`src/rtl/lab_iram_pkg.sv`:
```
// Shared types and helpers for the loadable lab instruction RAM.
package lab_iram_pkg;

    typedef enum logic [1:0] {
        CLEAR = 2'd0,
        IDLE  = 2'd1,
        LOAD  = 2'd2
    } iram_state_t;

    localparam int MAX_WORD_W = 64;
    localparam logic [MAX_WORD_W-1:0] NOP_WORD = '0;

    function automatic int clog2(input int n);
        int r;
        r = 0;
        while ((1 << r) < n) r = r + 1;
        return r;
    endfunction

endpackage

```
`src/rtl/lab_iram_loader.sv`:
```
// Byte-stream loader: assembles little-endian bytes into words and issues array writes.
// Write is combinational on the accepting byte; stops at LD_LAST or the last word.
module lab_iram_loader
    import lab_iram_pkg::*;
#(
    parameter int WORD_W = 16,
    parameter int DEPTH  = 128,
    parameter int MEM_AW = 7
) (
    input  logic              CLK,
    input  logic              RESET,
    input  logic              active,
    input  logic              ld_start,
    input  logic              ld_valid,
    input  logic [7:0]        ld_byte,
    input  logic              ld_last,
    output logic              wr_en,
    output logic [MEM_AW-1:0] wr_idx,
    output logic [WORD_W-1:0] wr_dat,
    output logic              done
);
    localparam int BPW    = WORD_W / 8;
    localparam int LANE_W = (BPW > 1) ? clog2(BPW) : 1;

    logic [LANE_W-1:0] lane_q;
    logic [WORD_W-1:0] asm_q;
    logic [MEM_AW-1:0] ptr_q;
    logic              accept;
    logic              last_lane;

    // A restart in the same cycle as a byte wins; the byte is dropped.
    assign accept    = active & ld_valid & ~ld_start;
    assign last_lane = (lane_q == LANE_W'(BPW - 1));
    assign wr_en     = accept & (last_lane | ld_last);
    assign wr_idx    = ptr_q;
    assign done      = wr_en & (ld_last | (ptr_q == MEM_AW'(DEPTH - 1)));

    always_comb begin
        wr_dat = asm_q;
        for (int l = 0; l < BPW; l++) begin
            if (lane_q == LANE_W'(l)) wr_dat[8*l +: 8] = ld_byte;
        end
    end

    always_ff @(posedge CLK or posedge RESET) begin
        if (RESET) begin
            lane_q <= '0;
            asm_q  <= '0;
            ptr_q  <= '0;
        end else if (!active || ld_start) begin
            lane_q <= '0;
            asm_q  <= '0;
            ptr_q  <= '0;
        end else if (accept) begin
            if (wr_en) begin
                lane_q <= '0;
                asm_q  <= '0;
                ptr_q  <= ptr_q + 1'b1;
            end else begin
                lane_q <= lane_q + 1'b1;
                asm_q  <= wr_dat;
            end
        end
    end

endmodule

```
`src/rtl/lab_iram_loadable.sv`:
```
// Loadable instruction RAM: NOP sweep after reset, byte loader, 1-cycle registered fetch.
// Fetch returns NOP while BUSY; LD_READY only in LOAD. Optional parity with IRAM_PARITY_EN.
module lab_iram_loadable
    import lab_iram_pkg::*;
#(
    parameter int WORD_W = 16,
    parameter int ADDR_W = 8,
    parameter int DEPTH  = 128
) (
    input  logic              CLK,
    input  logic              RESET,
    input  logic [ADDR_W-1:0] ADDR,
    output logic [WORD_W-1:0] Q,
    output logic              MISALIGN,
    output logic              BUSY,
    input  logic              LD_START,
    input  logic              LD_VALID,
    input  logic [7:0]        LD_BYTE,
    input  logic              LD_LAST,
    output logic              LD_READY,
`ifdef IRAM_PARITY_EN
    input  logic              PAR_FLIP,
    output logic              PERR,
`endif
    output logic              LD_DONE
);
    localparam int BPW    = WORD_W / 8;
    localparam int OFF_W  = clog2(BPW);
    localparam int IDX_W  = ADDR_W - OFF_W;
    localparam int MEM_AW = (DEPTH > 1) ? clog2(DEPTH) : 1;

    iram_state_t       state, state_nxt;
    logic [MEM_AW-1:0] clr_idx;
    logic [WORD_W-1:0] mem [DEPTH];

    logic              ld_wr_en;
    logic [MEM_AW-1:0] ld_wr_idx;
    logic [WORD_W-1:0] ld_wr_dat;
    logic              ld_done_c;

    logic [IDX_W-1:0]  rd_idx;
    logic              rd_in_range;
    logic [WORD_W-1:0] rd_word;
    logic              mis_c;

    always_ff @(posedge CLK or posedge RESET) begin
        if (RESET) state <= CLEAR;
        else       state <= state_nxt;
    end

    always_comb begin
        state_nxt = state;
        case (state)
            CLEAR:   if (clr_idx == MEM_AW'(DEPTH - 1)) state_nxt = IDLE;
            IDLE:    if (LD_START) state_nxt = LOAD;
            LOAD:    if (ld_done_c) state_nxt = IDLE;
            default: state_nxt = CLEAR;
        endcase
    end

    always_ff @(posedge CLK or posedge RESET) begin
        if (RESET)               clr_idx <= '0;
        else if (state == CLEAR) clr_idx <= clr_idx + 1'b1;
    end

    lab_iram_loader #(
        .WORD_W (WORD_W),
        .DEPTH  (DEPTH),
        .MEM_AW (MEM_AW)
    ) u_loader (
        .CLK      (CLK),
        .RESET    (RESET),
        .active   (state == LOAD),
        .ld_start (LD_START),
        .ld_valid (LD_VALID),
        .ld_byte  (LD_BYTE),
        .ld_last  (LD_LAST),
        .wr_en    (ld_wr_en),
        .wr_idx   (ld_wr_idx),
        .wr_dat   (ld_wr_dat),
        .done     (ld_done_c)
    );

    // Array has no reset: contents are only defined by the clear sweep.
    always_ff @(posedge CLK) begin
        if (state == CLEAR)  mem[clr_idx]   <= NOP_WORD[WORD_W-1:0];
        else if (ld_wr_en)   mem[ld_wr_idx] <= ld_wr_dat;
    end

    always_comb begin
        rd_idx      = IDX_W'(ADDR >> OFF_W);
        rd_in_range = 32'(rd_idx) < DEPTH;
        rd_word     = mem[rd_idx[MEM_AW-1:0]];
    end

    if (OFF_W > 0) begin : g_mis
        assign mis_c = |ADDR[OFF_W-1:0];
    end else begin : g_nomis
        assign mis_c = 1'b0;
    end

    always_ff @(posedge CLK or posedge RESET) begin
        if (RESET) begin
            Q        <= '0;
            MISALIGN <= 1'b0;
            LD_DONE  <= 1'b0;
        end else begin
            Q        <= (state == IDLE && rd_in_range) ? rd_word : NOP_WORD[WORD_W-1:0];
            MISALIGN <= mis_c;
            LD_DONE  <= (state == LOAD) & ld_done_c;
        end
    end

`ifdef IRAM_PARITY_EN
    logic mem_par [DEPTH];

    always_ff @(posedge CLK) begin
        if (state == CLEAR) mem_par[clr_idx]   <= 1'b0;
        else if (ld_wr_en)  mem_par[ld_wr_idx] <= (^ld_wr_dat) ^ PAR_FLIP;
    end

    always_ff @(posedge CLK or posedge RESET) begin
        if (RESET) PERR <= 1'b0;
        else       PERR <= (state == IDLE) && rd_in_range &&
                           ((^rd_word) != mem_par[rd_idx[MEM_AW-1:0]]);
    end
`endif

    assign BUSY     = (state != IDLE);
    assign LD_READY = (state == LOAD);

endmodule

```
`config.mk`:
```
export PLATFORM = sky130hd
export DESIGN_NAME = lab_iram_loadable
export DESIGN_NICKNAME = d
export VERILOG_FILES = /design/src/rtl/lab_iram_pkg.sv /design/src/rtl/lab_iram_loader.sv /design/src/rtl/lab_iram_loadable.sv
export SDC_FILE = /design/constraint.sdc
export NUM_CORES = 2
export LEC_CHECK = 0
export CAP_MARGIN = 20
export CORE_ASPECT_RATIO = 0.9
export CORE_MARGIN = 5
export CORE_UTILIZATION = 57
export DETAILED_ROUTE_END_ITERATION = 12
export PLACE_DENSITY_LB_ADDON = 0.12
export SLEW_MARGIN = 40
export SYNTH_ARGS = -nofsm -noshare
export SYNTH_HDL_FRONTEND = slang
export SYNTH_SLANG_ARGS = --single-unit
```
`constraint.sdc`:
```
create_clock -name CLK -period 4.75 [get_ports CLK]
set_clock_uncertainty 0.05 [all_clocks]
set_input_delay 0.475 -clock CLK [delete_from_list [all_inputs] [get_ports CLK]]
set_output_delay 0.475 -clock CLK [all_outputs]
set_load 0.02 [all_outputs]
```
-- Yosys cells after proc, flatten, opt, wreduce, memory -nomap -nowiden
Memory sizes are Yosys's and may differ from the RTL's.
Index checks and enable logic that the tools add are counted.
- add/subtract/negate cells: 3
- eq/ne operators: 8
- muxes and demuxes: 24
- bitwise operators: 8
- reduce and logical (&&, ||, !) cells: 8
- operators with widths (cell ; count):
    two-way mux 16 bit ; 5
    two-way mux 7 bit ; 4
    two-way mux 8 bit ; 2
    OR reduction 16 bit ; 1
    adder 7 x 1 -> 7 bit (second input constant) ; 2
    == test 7 bit (second input constant) ; 2
    two-way mux 1 bit ; 9
    two-way mux 2 bit ; 3
    inequality test 2 bit (second input constant) ; 3
    case mux 2 bit (3 select lines) ; 1
    AND 1 bit ; 5
    nonzero test 2 bit ; 2
    AND reduction 3 bit ; 1
    == test 2 x 1 -> 1 bit (second input constant) ; 1
    == test 2 bit (second input constant) ; 1
    logical NOT 2 bit ; 1
    inequality test 2 x 1 -> 1 bit (second input constant) ; 1
    OR 1 bit ; 2
    AND reduction 2 bit ; 1
    adder 1 bit (second input constant) ; 1
    logical NOT 1 bit ; 1
    logical OR 1 bit ; 1
    inverter 1 bit ; 1
- bits in registers: 51
- memory bits (writable): 2048
- input port bits: 21
- output and inout port bits: 20
- logic and storage cells: 60
- memories kept: 1
- memories (memory ; words ; bits a word ; rd ports ; clocked after Yosys merged registers in ; write ports ; RTL line ; text):
    mem ; 128 ; 16 ; 1 ; 0 ; 1 ; lab_iram_loadable.sv:34 ; logic [WORD_W-1:0] mem [DEPTH];

-- Depth between registers and ports, before layout
- word-level depth: 9
- gate-level depth with buffers: 9
- depth with buffers taken out: 6

-- By module
Synthesis repeated with hierarchy kept, for this count alone.
- cell total of the unflattened synthesis: 4025
- area, all modules: 81424.3 µm²
- by module, submodules not included (module ; times used ; cells each ; area each (µm²) ; seq. area each (µm²)):
    lab_iram_loadable ; 1 ; 3911 ; 80219.4 ; 62174.6
    lab_iram_loader ; 1 ; 114 ; 1204.9 ; 600.6

-- Worst setup path before layout
No wires, ideal clock.
- path kind: register to register
- from: register state[0]
- to: memory mem[0][10] (data pin)
- setup time: 0.797 ns
- arrival: 4.347 ns
- data required time: 3.903 ns
- setup slack: -0.444 ns
- cell stages (with the launch flop): 7
- buffers on the path: 3
- clock period less this slack: 5.194 ns
- cells stage by stage: dfrtp_1 > buf_6 > nor3b_2 > nand2_1 > clkbuf_1 > clkbuf_1 > nor2_1
- word-level cells in the longest chain between the ends: 9
- elaborated cells on any way between the ends: 10
- those cells by class: 1 x eq/ne; 4 x mux; 3 x bitwise; 2 x reduce/logical
- ends and longest elaborated chain (what ; RTL line ; text):
    start, declared ; lab_iram_loadable.sv:32 ; iram_state_t state, state_nxt;
    start signal, assigned ; lab_iram_loadable.sv:48 ; else state <= state_nxt;
    == test 2 bit ; lab_iram_loadable.sv:73 ; .active (state == LOAD),
    AND 1 bit (2 in a row) ; lab_iram_loader.sv:32 ; assign accept = active & ld_valid & ~ld_start;
    AND 1 bit ; lab_iram_loader.sv:34 ; assign wr_en = accept & (last_lane | ld_last);
    two-way mux 1 bit ; lab_iram_loadable.sv:87 ; else if (ld_wr_en) mem[ld_wr_idx] <= ld_wr_dat;
    two-way mux 1 bit (*) ; lab_iram_loadable.sv:86 ; if (state == CLEAR) mem[clr_idx] <= NOP_WORD[WORD_W-1:0];
    two-way mux 1 bit (implied by the code) (*) ; lab_iram_loadable.sv:87 ;
    OR reduction 16 bit (no line) (*) ; -- ;
    two-way mux 16 bit (no line) (*) ; -- ;
    end, declared ; lab_iram_loadable.sv:34 ;
Mark *: on every way between the ends. The rest lies on a longest branch, timed or not.

-- Worst setup path after layout
- from: register state[0]
- to: memory mem[21][11], enable pin
- word-level cells in the longest chain between the ends: 9
- elaborated cells on any way between the ends: 13
- those cells by class: 1 x eq/ne; 7 x mux; 3 x bitwise; 2 x reduce/logical
- ends and longest elaborated chain (what ; RTL line):
    == test 2 bit ; lab_iram_loadable.sv:73
    AND 1 bit (2 in a row) ; lab_iram_loader.sv:32
    AND 1 bit ; lab_iram_loader.sv:34
    two-way mux 1 bit ; lab_iram_loadable.sv:87
    two-way mux 1 bit ; lab_iram_loadable.sv:86
    two-way mux 1 bit (implied by the code) ; lab_iram_loadable.sv:87
    OR reduction 16 bit (no line) ; --
    two-way mux 7 bit (no line) or two-way mux 1 bit (tied branches) ; --
Parallel ways exist; a longest one is shown, timed or not.

==> impl.org <==
** STA
- Max-Slew Margin vs Limit :: 40.6%
- Final max-slew violation count :: 0
- Hold Fails Final Rpt :: 0
- Setup violations remaining at the end of the flow were counted as 0.
- Final worst-path cycle share :: slightly below 80%
- Subtracting the final worst setup slack from the clock period gives 3.68 ns.
- Unrepaired setup endpoints after global routing :: false
- For the pin with the worst max-slew slack, the measured transition is 0.888 ns.
- Final setup slack of the worst path :: around 1.1 ns
- Derived from the worst setup path, the maximum achievable clock frequency is ~270 MHz.
- For the final routed database, the setup TNS stands at 0 ns.

** Global routing
- For this run the aggregate overflow at the end of global routing stands at 0.
- Initial antenna violation count :: 16
- Pin count of the biggest net entering global routing :: between 100 and 150
- Aggregate global-route resource usage :: approximately 28%
- First-pass GRT wire length :: ~300,000 um
- Vias in the first global route :: approximately 40k

** Clock network
- Count of buffers added by post-CTS timing repair for setup :: 0
- Clock tree synthesis selected as its root buffer the cell clkbuf_16.
- CTS built an H-tree with a depth of 4.
- Number of buffers added by the clock tree synthesis step :: 201
- Clock input transition at the sequential cells of the worst setup and hold paths :: 0.06 ns
- For the worst-skew pair, the clock arrives at the later sink with an insertion delay of around 0.83 ns.
- The clock passes through at most 3 buffers.
- CTS tree :: done
- Clock tree synthesis found a total of 2,099 sinks.

** Floorplanning
- Number of rows in the core area :: 131
- The die is 408 um wide.
- Floorplan die area :: around 0.15 mm2
- # IOs :: roughly 40
- Core Area :: 0.142 mm2
- Floorplan die height :: 368 um
- Once the floorplan was initialized, standard cells occupied 57.3% of the core.

** Hold path
- The path class of the tightest hold or removal check is input port to register.

** Worst setup path
- Library cell contributing the largest single delay on the critical path :: or3b_1
- At the worst endpoint, the arrival time is 4.14 ns.
- For this run, the slowest stage of the critical path takes approximately 0.7 ns.
- The setup path with the least slack is of type register to register.
- Crit path required time :: 5.21 ns
- STA classifies the critical path endpoint as a register.
- Critical path, cell by cell :: or3b_1 -> or4_1 -> o31ai_2 -> nand2_2 -> nor2_1 -> buf_4
- Of all nets on the critical path, the largest fanout is 16.
- Crit path launch type :: register

** Logic synthesis
- Post-synthesis sequential area ratio :: 77.3%
- Averaged over all synthesized cells, the footprint is 20.0 um2.
- Top cell type's share of synthesized area :: between 70 and 80%
- Counting every net in the synthesized netlist gives slightly above 4k.
- In this run the cell area of the synthesized design comes to 0.0812 mm2.
- In this run, distinct cell masters in the synthesized netlist total 60.
- Most area-hungry cell type in the Yosys netlist :: edfxtp_1
- Count of warnings emitted by yosys :: 0
- Seq cells post-synth :: around 2.1k
- Number of enable-type register cells in the synthesized netlist :: 2,048
- Synth top area cells :: edfxtp_1 76%, mux4_2 11%, mux2i_1 3.6%
- In the synthesized netlist, the number of instances is 4,056.
- For this run, asynchronously set or reset flops after synthesis account for approximately 2.4%.
- Among all flip-flop cells after synthesis, the most frequent one is edfxtp_1.

** Layout
- Commonest cells after routing, fill and taps aside :: 2,048 x edfxtp_1, 391 x mux4_2, 375 x nand3_1, 296 x mux2i_1, 244 x buf_4
- Registers take between 0.06 and 0.07 mm2.
- Summing all multi-input logic gate instances after layout gives 0.0176 mm2.
- Layout overhead on the synthesized area :: 13.1%
- Fill cells in the final layout number 9,526.
- The library cell used most frequently in the layout, excluding fill and tap cells, is edfxtp_1.
- Layout net count :: 4,362
- The post-route netlist has around 22% of its cells at a drive strength greater than 1.

** Route
- After detailed routing, the number of remaining DRC violations is 0.
- Amount of wire on met3 after detailed routing :: 25,900 um
- Total wirelength of the detailed-routed design :: ~210,000 um
- Initial DRT Pass Iterations :: 6
- For this block, wires on met1 add up to 82,900 um.
- After detailed routing, the average wire length per cell comes to 32.7 um.
- Routed length on met2 :: 92,900 um
- Routed vias :: between 40k and 50k
- Number of DRC markers in iteration 0 :: about 5.3k
- In this run the top signal layer used is met5.
- Once detail routing completed, the nets flagged for antenna violations numbered 0.
- Vias per cell :: around 6.5

** Place
- Before CTS, the worst setup slack after placement is 0.637 ns.
- The congestion estimate from routability-driven global placement came to 0.878.
- Sum of net half-perimeters after detailed placement :: 127,000 um
- Buffers on Ports :: 40

** Status
- Outcome :: complete, no violations

** Power and ir drop
- VDD IR max :: 0.000404 V
- Summed over all cells, the static leakage comes to between 0.02 and 0.03 uW.
- Dividing total power by cell area gives a power density of 424 mW/mm2.

** Flow run
- Max-capacitance violation count :: 0
==> layout make-up <==
type                    count  share of cell area [%]
flip-flops and latches   2099                    68.3
multi-input cells        1700                    19.1
clock buffers             274                    5.85
repair buffers            330                    3.44
well taps                1862                    2.54
clock inverters           100                   0.699
inverters                   7                  0.0286
diodes                      2                 0.00545
==> worst max-delay path: cells and delay by family, from the launching register on <==
kind / cells / cell delay (ns)
AND/OR/NAND/NOR: 4 / 2.35
buffers and inverters: 1 / 0.34
flip-flops: 1 / 0.49
AO/OA/AOI/OAI: 1 / 0.15
==> Yosys cell counts, drive strengths merged, types with 2 or more instances <==
cell,number
a211oi,2
a21oi,47
a22o,12
a22oi,73
a31oi,20
and2,3
and3,11
and3b,3
and4,16
buf,130
clkbuf,120
dfrtp,51
edfxtp,2048
ha,2
inv,7
mux2,2
mux2i,296
mux4,391
nand2,77
nand2b,11
nand3,375
nand4,86
nand4b,5
nor2,174
nor2b,5
nor3,9
nor3b,4
nor4,17
nor4b,3
o21ai,8
o22ai,18
o31ai,3
or2,2
or4,2
xnor2,8
xor2,4
==> sequential cells by signal, indices dropped and copies added, names as in the netlist <==
name	flops
mem	2048
Q	16
u_loader.asm_q	16
clr_idx	7
u_loader.wr_idx	7
state	2
LD_DONE	1
MISALIGN	1
u_loader.lane_q	1
==> kinds of logic (layout without fill, tap and decap cells) <==
logic type | Yosys count | count (layout) | synth area share [%]
xor gates and xnor gates | 12 | 12 | 0.129
DFF | 2099 | 2099 | 77.3
AOI/OAI and AO/OA | 190 | 190 | 1.59
and+or+nand+nor | 807 | 807 | 5.01
buffers and inverters | 257 | 711 | 1.40
muxes | 689 | 689 | 14.5
other | 0 | 2 | 0
adders and majority gates | 2 | 2 | 0.0308
==> path summary, 6_finish.rpt <==
check	start	end	slack (ns)	depth (start not counted)
max	state[0]$_DFFE_PP0P_	mem[21][11]$_DFFE_PP_	1.07	6
min	LD_START	state[0]$_DFFE_PP0P_	0.27	2
max reg2reg	state[0]$_DFFE_PP0P_	mem[21][11]$_DFFE_PP_	1.07	6
min reg2reg	u_loader.asm_q[5]$_DFFE_PP0P_	u_loader.asm_q[5]$_DFFE_PP0P_	0.46	1
max in group asynchronous	RESET	Q[13]$_DFF_PP0_	3.32	4
min in group asynchronous	RESET	u_loader.asm_q[0]$_DFFE_PP0P_	0.40	3
==> layer usage <==
metal | global-route usage [%] | vias up
met2 | 40.4 | 2136
li1 | - | 17300
met5 | 0 | -
met4 | 8.28 | 12
met1 | 40.4 | 21800
met3 | 10.2 | 338
==> repair_timing <==
item,in CTS,in global routing
endpoints found under the hold margin,11,0
gates resized for setup,0,0
hold buffers,2,0
setup endpoints to repair,0,0
==> where the power goes <==
part / switching [uW] / internal [uW] / leakage, uW
Sequential: 217 / 20900 / 0.0181
Combinational: 2120 / 971 / 0.00726
Clock: 6710 / 8100 / 0.00293
==> through the flow <==
step	instances	instance area, um2	hold WS (ns)	utilization [%]	total power, uW
after floorplan	4056	81200	0.423	-	23100
after global placement	5993	85700	0.438	60.5	24500
after detailed placement	5996	85800	0.441	60.6	24500
after CTS	6372	91900	0.208	64.9	39200
after global routing	6372	91900	0.245	64.9	40200
final	6374	91900	0.271	64.9	39000
Note: power is estimated with default switching activity, not from simulation.
